`config.mk`:
```
export PLATFORM = sky130hd
export DESIGN_NAME = bcd_serial_addsub_flat
export DESIGN_NICKNAME = d
export VERILOG_FILES = /design/src/rtl/bcd_serial_addsub_if.sv /design/src/rtl/bcd_serial_addsub.sv /design/src/flat_wrapper.sv
export SDC_FILE = /design/constraint.sdc
export NUM_CORES = 1
export LEC_CHECK = 0
export ABC_AREA = 1
export BUFFER_PORTS_ARGS = -buffer_cell sky130_fd_sc_hd__buf_2
export CORE_MARGIN = 5
export CORE_UTILIZATION = 40
export DETAILED_ROUTE_END_ITERATION = 6
export SYNTH_ARGS = -nofsm -noshare
export SYNTH_HDL_FRONTEND = slang
export SYNTH_SLANG_ARGS = --single-unit
```
`constraint.sdc`:
```
create_clock -name clk -period 4.11 [get_ports clk]
set_clock_uncertainty 0.1 [all_clocks]
set_input_delay 0.822 -clock clk [delete_from_list [all_inputs] [get_ports clk]]
set_output_delay 0.822 -clock clk [all_outputs]
set_load 0.02 [all_outputs]
```
`src/rtl/bcd_serial_addsub_if.sv`:
```
// Operand/result bundle between the keypad/operand front end (master) and the BCD add/sub controller (slave).
// The err signal exists only when BCD_CHECK_EN is defined.
interface bcd_serial_addsub_if #(
  parameter int DIGITS = 4
);
  // start is a request sampled only while the controller is idle; it is not held off or queued.
  // done pulses for one cycle, and result/cout/neg (and err) are valid in that cycle.
  logic                  start;
  logic                  sub;
  logic [4*DIGITS-1:0]   a;
  logic [4*DIGITS-1:0]   b;
  logic                  busy;
  logic                  done;
  logic [4*DIGITS-1:0]   result;
  logic                  cout;
  logic                  neg;
  logic [1:0]            state_dbg;
`ifdef BCD_CHECK_EN
  logic                  err;

  modport master (
    output start, sub, a, b,
    input  busy, done, result, cout, neg, state_dbg, err
  );
  modport slave (
    input  start, sub, a, b,
    output busy, done, result, cout, neg, state_dbg, err
  );
`else
  modport master (
    output start, sub, a, b,
    input  busy, done, result, cout, neg, state_dbg
  );
  modport slave (
    input  start, sub, a, b,
    output busy, done, result, cout, neg, state_dbg
  );
`endif
endinterface

```
`src/rtl/bcd_serial_addsub.sv`:
```
// Digit-serial BCD adder/subtractor: one BCD digit cell reused per cycle, sign+magnitude result.
// Define BCD_CHECK_EN to reject operands holding non-BCD nibbles (adds the err output).
module bcd_serial_addsub #(
  parameter int DIGITS = 4
) (
  input logic                clk,
  input logic                rst_n,
  bcd_serial_addsub_if.slave bus
);
  localparam int W  = 4 * DIGITS;
  localparam int IW = (DIGITS > 1) ? $clog2(DIGITS) : 1;
  localparam logic [IW-1:0] LAST_IDX = IW'(DIGITS - 1);

  typedef enum logic [1:0] {
    IDLE = 2'd0,
    RUN  = 2'd1,
    FIX  = 2'd2,
    DONE = 2'd3
  } state_t;

  state_t        state_q;
  logic [W-1:0]  a_q;
  logic [W-1:0]  b_q;
  logic [W-1:0]  result_q;
  logic [IW-1:0] idx_q;
  logic          sub_q;
  logic          carry_q;
  logic          busy_q;
  logic          done_q;
  logic          cout_q;
  logic          neg_q;
`ifdef BCD_CHECK_EN
  logic          err_q;
`endif

  // Single-digit BCD adder cell (BCDadd) and its operand steering.
  logic [3:0] a_dig;
  logic [3:0] b_dig;
  logic [3:0] r_dig;
  logic [3:0] cell_x;
  logic [3:0] cell_y;
  logic [4:0] cell_raw;
  logic [3:0] cell_sum;
  logic       cell_co;
  logic       last_dig;

  always_comb begin
    a_dig  = a_q[int'(idx_q) * 4 +: 4];
    b_dig  = b_q[int'(idx_q) * 4 +: 4];
    r_dig  = result_q[int'(idx_q) * 4 +: 4];
    cell_x = a_dig;
    cell_y = b_dig;
    if (state_q == FIX) begin
      // Second pass forms the tens complement of the first-pass result.
      cell_x = 4'd0;
      cell_y = 4'd9 - r_dig;
    end else if (sub_q) begin
      cell_y = 4'd9 - b_dig;
    end
    cell_raw = {1'b0, cell_x} + {1'b0, cell_y} + {4'd0, carry_q};
    cell_co  = (cell_raw > 5'd9);
    cell_sum = cell_co ? (cell_raw[3:0] + 4'd6) : cell_raw[3:0];
    last_dig = (idx_q == LAST_IDX);
  end

`ifdef BCD_CHECK_EN
  function automatic logic has_bad_digit(input logic [W-1:0] v);
    logic bad;
    bad = 1'b0;
    for (int i = 0; i < DIGITS; i++) begin
      if (v[i*4 +: 4] > 4'd9) bad = 1'b1;
    end
    return bad;
  endfunction
`endif

  always_ff @(posedge clk or negedge rst_n) begin
    if (!rst_n) begin
      state_q  <= IDLE;
      a_q      <= '0;
      b_q      <= '0;
      result_q <= '0;
      idx_q    <= '0;
      sub_q    <= 1'b0;
      carry_q  <= 1'b0;
      busy_q   <= 1'b0;
      done_q   <= 1'b0;
      cout_q   <= 1'b0;
      neg_q    <= 1'b0;
`ifdef BCD_CHECK_EN
      err_q    <= 1'b0;
`endif
    end else begin
      done_q <= 1'b0;
      case (state_q)
        IDLE: begin
          if (bus.start) begin
            a_q     <= bus.a;
            b_q     <= bus.b;
            sub_q   <= bus.sub;
            idx_q   <= '0;
            carry_q <= bus.sub;
            cout_q  <= 1'b0;
            neg_q   <= 1'b0;
`ifdef BCD_CHECK_EN
            if (has_bad_digit(bus.a) || has_bad_digit(bus.b)) begin
              result_q <= '0;
              err_q    <= 1'b1;
              done_q   <= 1'b1;
              state_q  <= DONE;
            end else begin
              err_q   <= 1'b0;
              busy_q  <= 1'b1;
              state_q <= RUN;
            end
`else
            busy_q  <= 1'b1;
            state_q <= RUN;
`endif
          end
        end

        RUN: begin
          result_q[int'(idx_q) * 4 +: 4] <= cell_sum;
          carry_q <= cell_co;
          if (last_dig) begin
            idx_q <= '0;
            if (sub_q && !cell_co) begin
              // No end-around carry: a < b, so recomplement to get b - a.
              carry_q <= 1'b1;
              state_q <= FIX;
            end else begin
              cout_q  <= sub_q ? 1'b0 : cell_co;
              neg_q   <= 1'b0;
              busy_q  <= 1'b0;
              done_q  <= 1'b1;
              state_q <= DONE;
            end
          end else begin
            idx_q <= idx_q + 1'b1;
          end
        end

        FIX: begin
          result_q[int'(idx_q) * 4 +: 4] <= cell_sum;
          carry_q <= cell_co;
          if (last_dig) begin
            idx_q   <= '0;
            neg_q   <= 1'b1;
            busy_q  <= 1'b0;
            done_q  <= 1'b1;
            state_q <= DONE;
          end else begin
            idx_q <= idx_q + 1'b1;
          end
        end

        DONE: begin
          state_q <= IDLE;
        end

        default: begin
          state_q <= IDLE;
        end
      endcase
    end
  end

  assign bus.busy      = busy_q;
  assign bus.done      = done_q;
  assign bus.result    = result_q;
  assign bus.cout      = cout_q;
  assign bus.neg       = neg_q;
  assign bus.state_dbg = state_q;
`ifdef BCD_CHECK_EN
  assign bus.err       = err_q;
`endif

endmodule

```
`src/flat_wrapper.sv`:
```
// flat-port wrapper written by rule: the top's interface ports become plain ports
module bcd_serial_addsub_flat 
#(
  parameter int DIGITS = 4
)
  (clk, rst_n, bus_start, bus_sub, bus_a, bus_b, bus_busy, bus_done, bus_result, bus_cout, bus_neg, bus_state_dbg);
  bcd_serial_addsub_if #(.DIGITS(DIGITS)) bus_i ();
  input logic clk;
  input logic rst_n;
  input wire logic [$bits(bus_i.start)-1:0] bus_start;
  input wire logic [$bits(bus_i.sub)-1:0] bus_sub;
  input wire logic [$bits(bus_i.a)-1:0] bus_a;
  input wire logic [$bits(bus_i.b)-1:0] bus_b;
  output wire logic [$bits(bus_i.busy)-1:0] bus_busy;
  output wire logic [$bits(bus_i.done)-1:0] bus_done;
  output wire logic [$bits(bus_i.result)-1:0] bus_result;
  output wire logic [$bits(bus_i.cout)-1:0] bus_cout;
  output wire logic [$bits(bus_i.neg)-1:0] bus_neg;
  output wire logic [$bits(bus_i.state_dbg)-1:0] bus_state_dbg;
  assign bus_i.start = bus_start;
  assign bus_i.sub = bus_sub;
  assign bus_i.a = bus_a;
  assign bus_i.b = bus_b;
  assign bus_busy = bus_i.busy;
  assign bus_done = bus_i.done;
  assign bus_result = bus_i.result;
  assign bus_cout = bus_i.cout;
  assign bus_neg = bus_i.neg;
  assign bus_state_dbg = bus_i.state_dbg;
  bcd_serial_addsub #(.DIGITS(DIGITS)) u_core (.clk(clk), .rst_n(rst_n), .bus(bus_i));
endmodule
```
==> results.md, run 1 <==
- Slew headroom: 0.2983
- Maximum net fanout on the critical path: 18
- Root buffer cell: clkbuf_8
- Worst R2R End: u_core.bus.result[13]$_DFFE_PN0P_
- Max-cap violations: 0
- Die Area: 9821 µm²
- TritonCTS clock tree: yes
- Reg clk slew, reported paths: 70 ps
- Mapped Area: 3176 µm²
- Hold path start: u_core.bus.busy$_DFFE_PN0P_
- Crit. path cell count: 17
- Row count: 32
- Worst R2R Path Depth: 17
- Least-Margin Pin Slew: 1053 ps
- Post-synth ARST share: 1.000
- Worst path arrival time: 3590 ps
- First-pass GRT wire length: 12.31 mm
- Detail Route Antenna Nets: 0
- I/O Buffers: 57
- Commonest non-fill, non-tap cell in the layout: nand2_1
- Ys Warns: 0
- R2R Setup Slk: 680 ps
- Total gr overflow: 0
- Crit path capture: u_core.bus.result[13]$_DFFE_PN0P_
- Final Hold Fails: 0
- Max Root-Sink Buffers: 2
- GRT Util Overall: 0.1533
- Number of synthesized flops with an enable pin: 0
- Final worst-path cycle share: 0.8336
- Cell family contributing the most delay on the critical path: adder cells
- Sequential area share after synthesis: 0.4571
- Hold Path Class: flop to flop
- Crit path cell chain: inv_2, o21ai_0, o22ai_1, xor2_1, o21ai_0, fa_1, inv_1, fa_1, inv_1, nand2_4, nand3_4, nand2_4, nand2_2, nand3_2, nor2_2, nand2_1, nand2_1
- Largest net degree at the start of global routing: 51
- Setup Buffers After CTS: 0
- Chip Height: 99.10 µm
- RSZ-0062 raised after global routing: false
- Startpoint type of the worst setup path: flop
- Initial antenna violation count: 0
- Slowest stage delay, CP: 560 ps
- Gpl congestion: 0.9573
- Cell count after synthesis: 345
- Worst-Skew Late Latency: 330 ps
- Primary FF master, synth: dfrtp_1
- Area used by multi-input combinational logic: 1533 µm²
- Antenna Cells: 0
- TritonCTS buffer count: 9
- Pins Over Slew Limit: 0
- Final min period: 3426 ps
- Vias in the first global route: 2609
- Total Neg Setup Slack: 0 ps
- Clk sinks: 58
- Post-synthesis register bit count: 58
- H-tree levels: 3
- Initial DRC Count: 74
- Buffer and inverter count on the worst path: 3
- Core footprint: 7727 µm²
- Vias: 2566
- Slowest-stage cell, CP: dfrtp_1
- Top achievable clock speed: 291.9 MHz
- Fillcell total: 742
- Die W: 99.10 µm
- CTS resizes: 0
- Most frequent cells in the layout: nand2_1, dfrtp_1, buf_2
- DR vias/cell: 5.031
- Routed WL: 7.167 mm
- DP HPWL: 5.448 mm
- Layout cells sized above 1: 0.2917
- CP Capture Type: flop
- Hold buffer count at cts: 0
- Register area: 1451 µm²
- Synth cell types: 31
- WP data required: 4280 ps
- First drt pass iteration count: 4
- Starting Density: 0.4109
- I/O Pins: 58
- Synth Net Count: 397
- Crit path launch: u_core.idx_q[1]$_DFFE_PN0P_
- # DRC: 0
- Setup violators final: 0
- Final net count: 455
- R2R Path Start: u_core.idx_q[1]$_DFFE_PN0P_
- Worst setup path class: flop to flop
- Status: complete, no violations
- Avg Inst Size Synth: 9.204 µm²
- Wire length per cell: 14.05 µm
- Layout Area Growth over Synthesis: 19.35%
stage by stage:
step	setup slack, ps	std cells	hold slack (ps)	cell area (µm²)	utilization
2_1_floorplan	1150	345	373.9	3176	-
3_3_place_gp	756.2	494	368.6	3547	0.4590
3_5_place_dp	671.8	494	372.0	3547	0.4590
4_1_cts	670.1	510	388.2	3790	0.4904
5_1_grt	376.5	510	414.9	3790	0.4904
6_report	683.7	510	384.2	3790	0.4904
registers in the layout (all words and copies together), names as in the netlist:
signal and flops:
u_core.bus.cout 1, u_core.carry_q 1, u_core.bus.result 16, u_core.sub_q 1
u_core.bus.busy 1, u_core.bus.state_dbg 2, u_core.idx_q 2, u_core.bus.neg 1
u_core.b_q 16, u_core.a_q 16, u_core.bus.done 1
area by class of cell:
cell class	count	share of cell area
clock inverter	6	0.03037
clock buffer	10	0.03367
inverter	32	0.03169
multi-input combinational	241	0.4044
sequential	58	0.3830
timing repair buffer	61	0.08320
tap	102	0.03367
Yosys cell counts, types with 3 or more instances:
cell | instances | area share
nand2_1 | 63 | 0.074
dfrtp_1 | 58 | 0.46
o21ai_0 | 36 | 0.057
mux2_2 | 32 | 0.11
inv_1 | 30 | 0.035
nor2_1 | 27 | 0.032
a21oi_1 | 19 | 0.030
ha_1 | 14 | 0.055
nand3_1 | 13 | 0.020
buf_2 | 12 | 0.019
nand4_1 | 5 | 0.0099
o22ai_1 | 5 | 0.0099
a32o_1 | 4 | 0.013
nor3_1 | 3 | 0.0047
o21ai_1 | 3 | 0.0047
metal layers:
layer / up-vias / routed length (µm) / global-route usage
li1: 1275 / - / -
met5: - / 0 / 0
met3: 11 / 436 / 0.03787
met4: 0 / 97 / 0.06933
met2: 73 / 3389 / 0.2392
met1: 1207 / 3244 / 0.2014
logic make-up after synthesis:
logic type      after synthesis  share of synthesized area
simple gates                121                     0.1698
compound gates               70                     0.1237
flops                        58                     0.4571
buf+inv                      46                    0.06029
mux                          32                     0.1135
fa+ha+maj                    16                    0.06777
xor+xnor                      2                   0.007882
worst min-delay path: stages, from the launching register on:
cell and delay [ps]:
dfrtp_1 340, nand2_1 50, o21ai_0 60
worst min-delay path by stage:
stage / slack (ps) / cells after the start / to
floorplan: 370 / 1 / u_core.b_q[8]$_DFFE_PN0P_
global placement: 370 / 2 / u_core.bus.busy$_DFFE_PN0P_
detailed placement: 370 / 2 / u_core.bus.busy$_DFFE_PN0P_
CTS: 390 / 2 / u_core.bus.busy$_DFFE_PN0P_
global route: 410 / 2 / u_core.bus.cout$_DFFE_PN0P_
finish: 380 / 2 / u_core.bus.busy$_DFFE_PN0P_
Power of run 1 is left out: the tool's default activity adds up to more than one toggle a clock period on the data nets, which glitch-free logic cannot reach.
==> run 2, diff against run 1 <==
clock period = 3 ns   (was 4.11 ns; I/O delays follow)
==> results.md, run 2 (synthesized netlist as in run 1, its figures left out) <==
- WP data required: 3110 ps
- Initial antenna violation count: 0
- Crit-path most repeated cell: a21oi_2
- Startpoint type of the worst setup path: flop
- Crit path cell chain: buf_6, buf_12, o21ai_1, a21oi_2, ha_1, nor2_1, a21oi_2, ha_4, a21o_1, a21oi_4, nand4_1, nand2_2, o21ai_0
- Chip Height: 99.10 µm
- I/O Buffers: 57
- I/O Pins: 58
- Largest net degree at the start of global routing: 36
- DP HPWL: 5.868 mm
- Maximum net fanout on the critical path: 10
- Starting Density: 0.4109
- Vias in the first global route: 2790
- Final min period: 2916 ps
- First-pass GRT wire length: 13.14 mm
- Worst setup path class: flop to flop
- H-tree levels: 3
- Die Area: 9821 µm²
- Clk sinks: 58
- Final net count: 477
- Root buffer cell: clkbuf_8
- Antenna Cells: 0
- Met3 Use GR: 0.05049
- Max-cap violations: 0
- DR vias/cell: 5.085
- Max Root-Sink Buffers: 2
- First drt pass iteration count: 4
- Reg clk slew, reported paths: 60 ps
- Global-route track usage on met1: 0.2063
- Commonest non-fill, non-tap cell in the layout: nand2_1
- Slowest-stage cell, CP: dfrtp_1
- TritonCTS clock tree: yes
- Least-Margin Pin Slew: 673.8 ps
- Pins Over Slew Limit: 0
- Hold Path Class: input port to asynchronous set/reset pin
- R2R Setup Slk: 80 ps
- Routing usage on met2: 0.2779
- CP Capture Type: flop
- # DRC: 0
- Status: complete, no violations
- Die W: 99.10 µm
- Hold buffer count at cts: 0
- Initial DRC Count: 88
- Busiest grt layer: met2
- Final worst-path cycle share: 0.9719
- Layout cells sized above 1: 0.3837
- Gpl congestion: 0.9397
- GRT Util Overall: 0.1683
- Vias: 2705
- Detail Route Antenna Nets: 0
- Top achievable clock speed: 343.0 MHz
- TritonCTS buffer count: 9
- Worst path arrival time: 3030 ps
- RSZ-0062 raised after global routing: true
- Total gr overflow: 0
- Routed WL: 7.757 mm
- Slew headroom: 0.5508
- Wire length per cell: 14.58 µm
- Final Hold Fails: 0
- Layout Area Growth over Synthesis: 28.76%
- Worst-Skew Late Latency: 340 ps
- Setup violators final: 0
- Total Neg Setup Slack: 0 ps
- Row count: 32
- Cell family contributing the most delay on the critical path: compound AO/OA/AOI/OAI gates
- Core footprint: 7727 µm²
- Slowest stage delay, CP: 420 ps
- Buffer and inverter count on the worst path: 2
- Most frequent cells in the layout: nand2_1, buf_2, dfrtp_1
## run 2: cell types whose count changed in the layout (fill, tap and decap cells not counted), moves of 4 or more
| cell | change |
|---|---|
| buf_4 | +15 |
| o21ai_0 | -11 |
| o21ai_1 | +8 |
| nand2_1 | -5 |
| a21oi_1 | -4 |
| buf_6 | +4 |
| nand2_2 | +4 |
| nand3_1 | -4 |
## run 2: metrics by stage
stage	utilization	hold WS (ps)	cell area [µm²]	worst slack [ps]	std cells
after floorplan	-	204.4	3176	40.17	345
after global placement	0.4794	370.9	3705	5.766	510
after detailed placement	0.4794	377.7	3705	-68.27	510
after CTS	0.5063	206.5	3913	0.5547	526
after global routing	0.5291	251.4	4089	-70.53	532
final	0.5291	191.1	4089	84.34	532
## run 2: metal layers
layer / vias up / wire length, µm
li1: 1322 / -
met1: 1293 / 3322
met2: 72 / 3814
met3: 18 / 451
met4: 0 / 170
met5: - / 0
## run 2: layout make-up
type	count	area, µm²
flip-flops and latches	58	1453
fillers	729	3638
inverters	32	122.6
clock buffers	14	162.7
clock inverters	2	35.03
repair buffers	83	533.0
well taps	102	127.6
multi-input cells	241	1655
## run 2: what timing repair did
action	CTS	global route
endpoints found under the setup margin	14	18
gates resized for setup	5	42
setup buffers	0	6
pin swaps	2	15
## run 2: final timing paths
check	startpoint	to	cells past startpoint
worst max-delay path	u_core.idx_q[0]$_DFFE_PN0P_	u_core.bus.busy$_DFFE_PN0P_	13
worst min-delay path	rst_n	u_core.a_q[11]$_DFFE_PN0P_	1
worst max register to register	u_core.idx_q[0]$_DFFE_PN0P_	u_core.bus.busy$_DFFE_PN0P_	13
worst min register to register	u_core.bus.busy$_DFFE_PN0P_	u_core.bus.busy$_DFFE_PN0P_	2
max in group asynchronous	rst_n	u_core.idx_q[1]$_DFFE_PN0P_	2
min in group clk	bus_a[12]	u_core.a_q[12]$_DFFE_PN0P_	2
Power of run 2 is left out for the same reason.
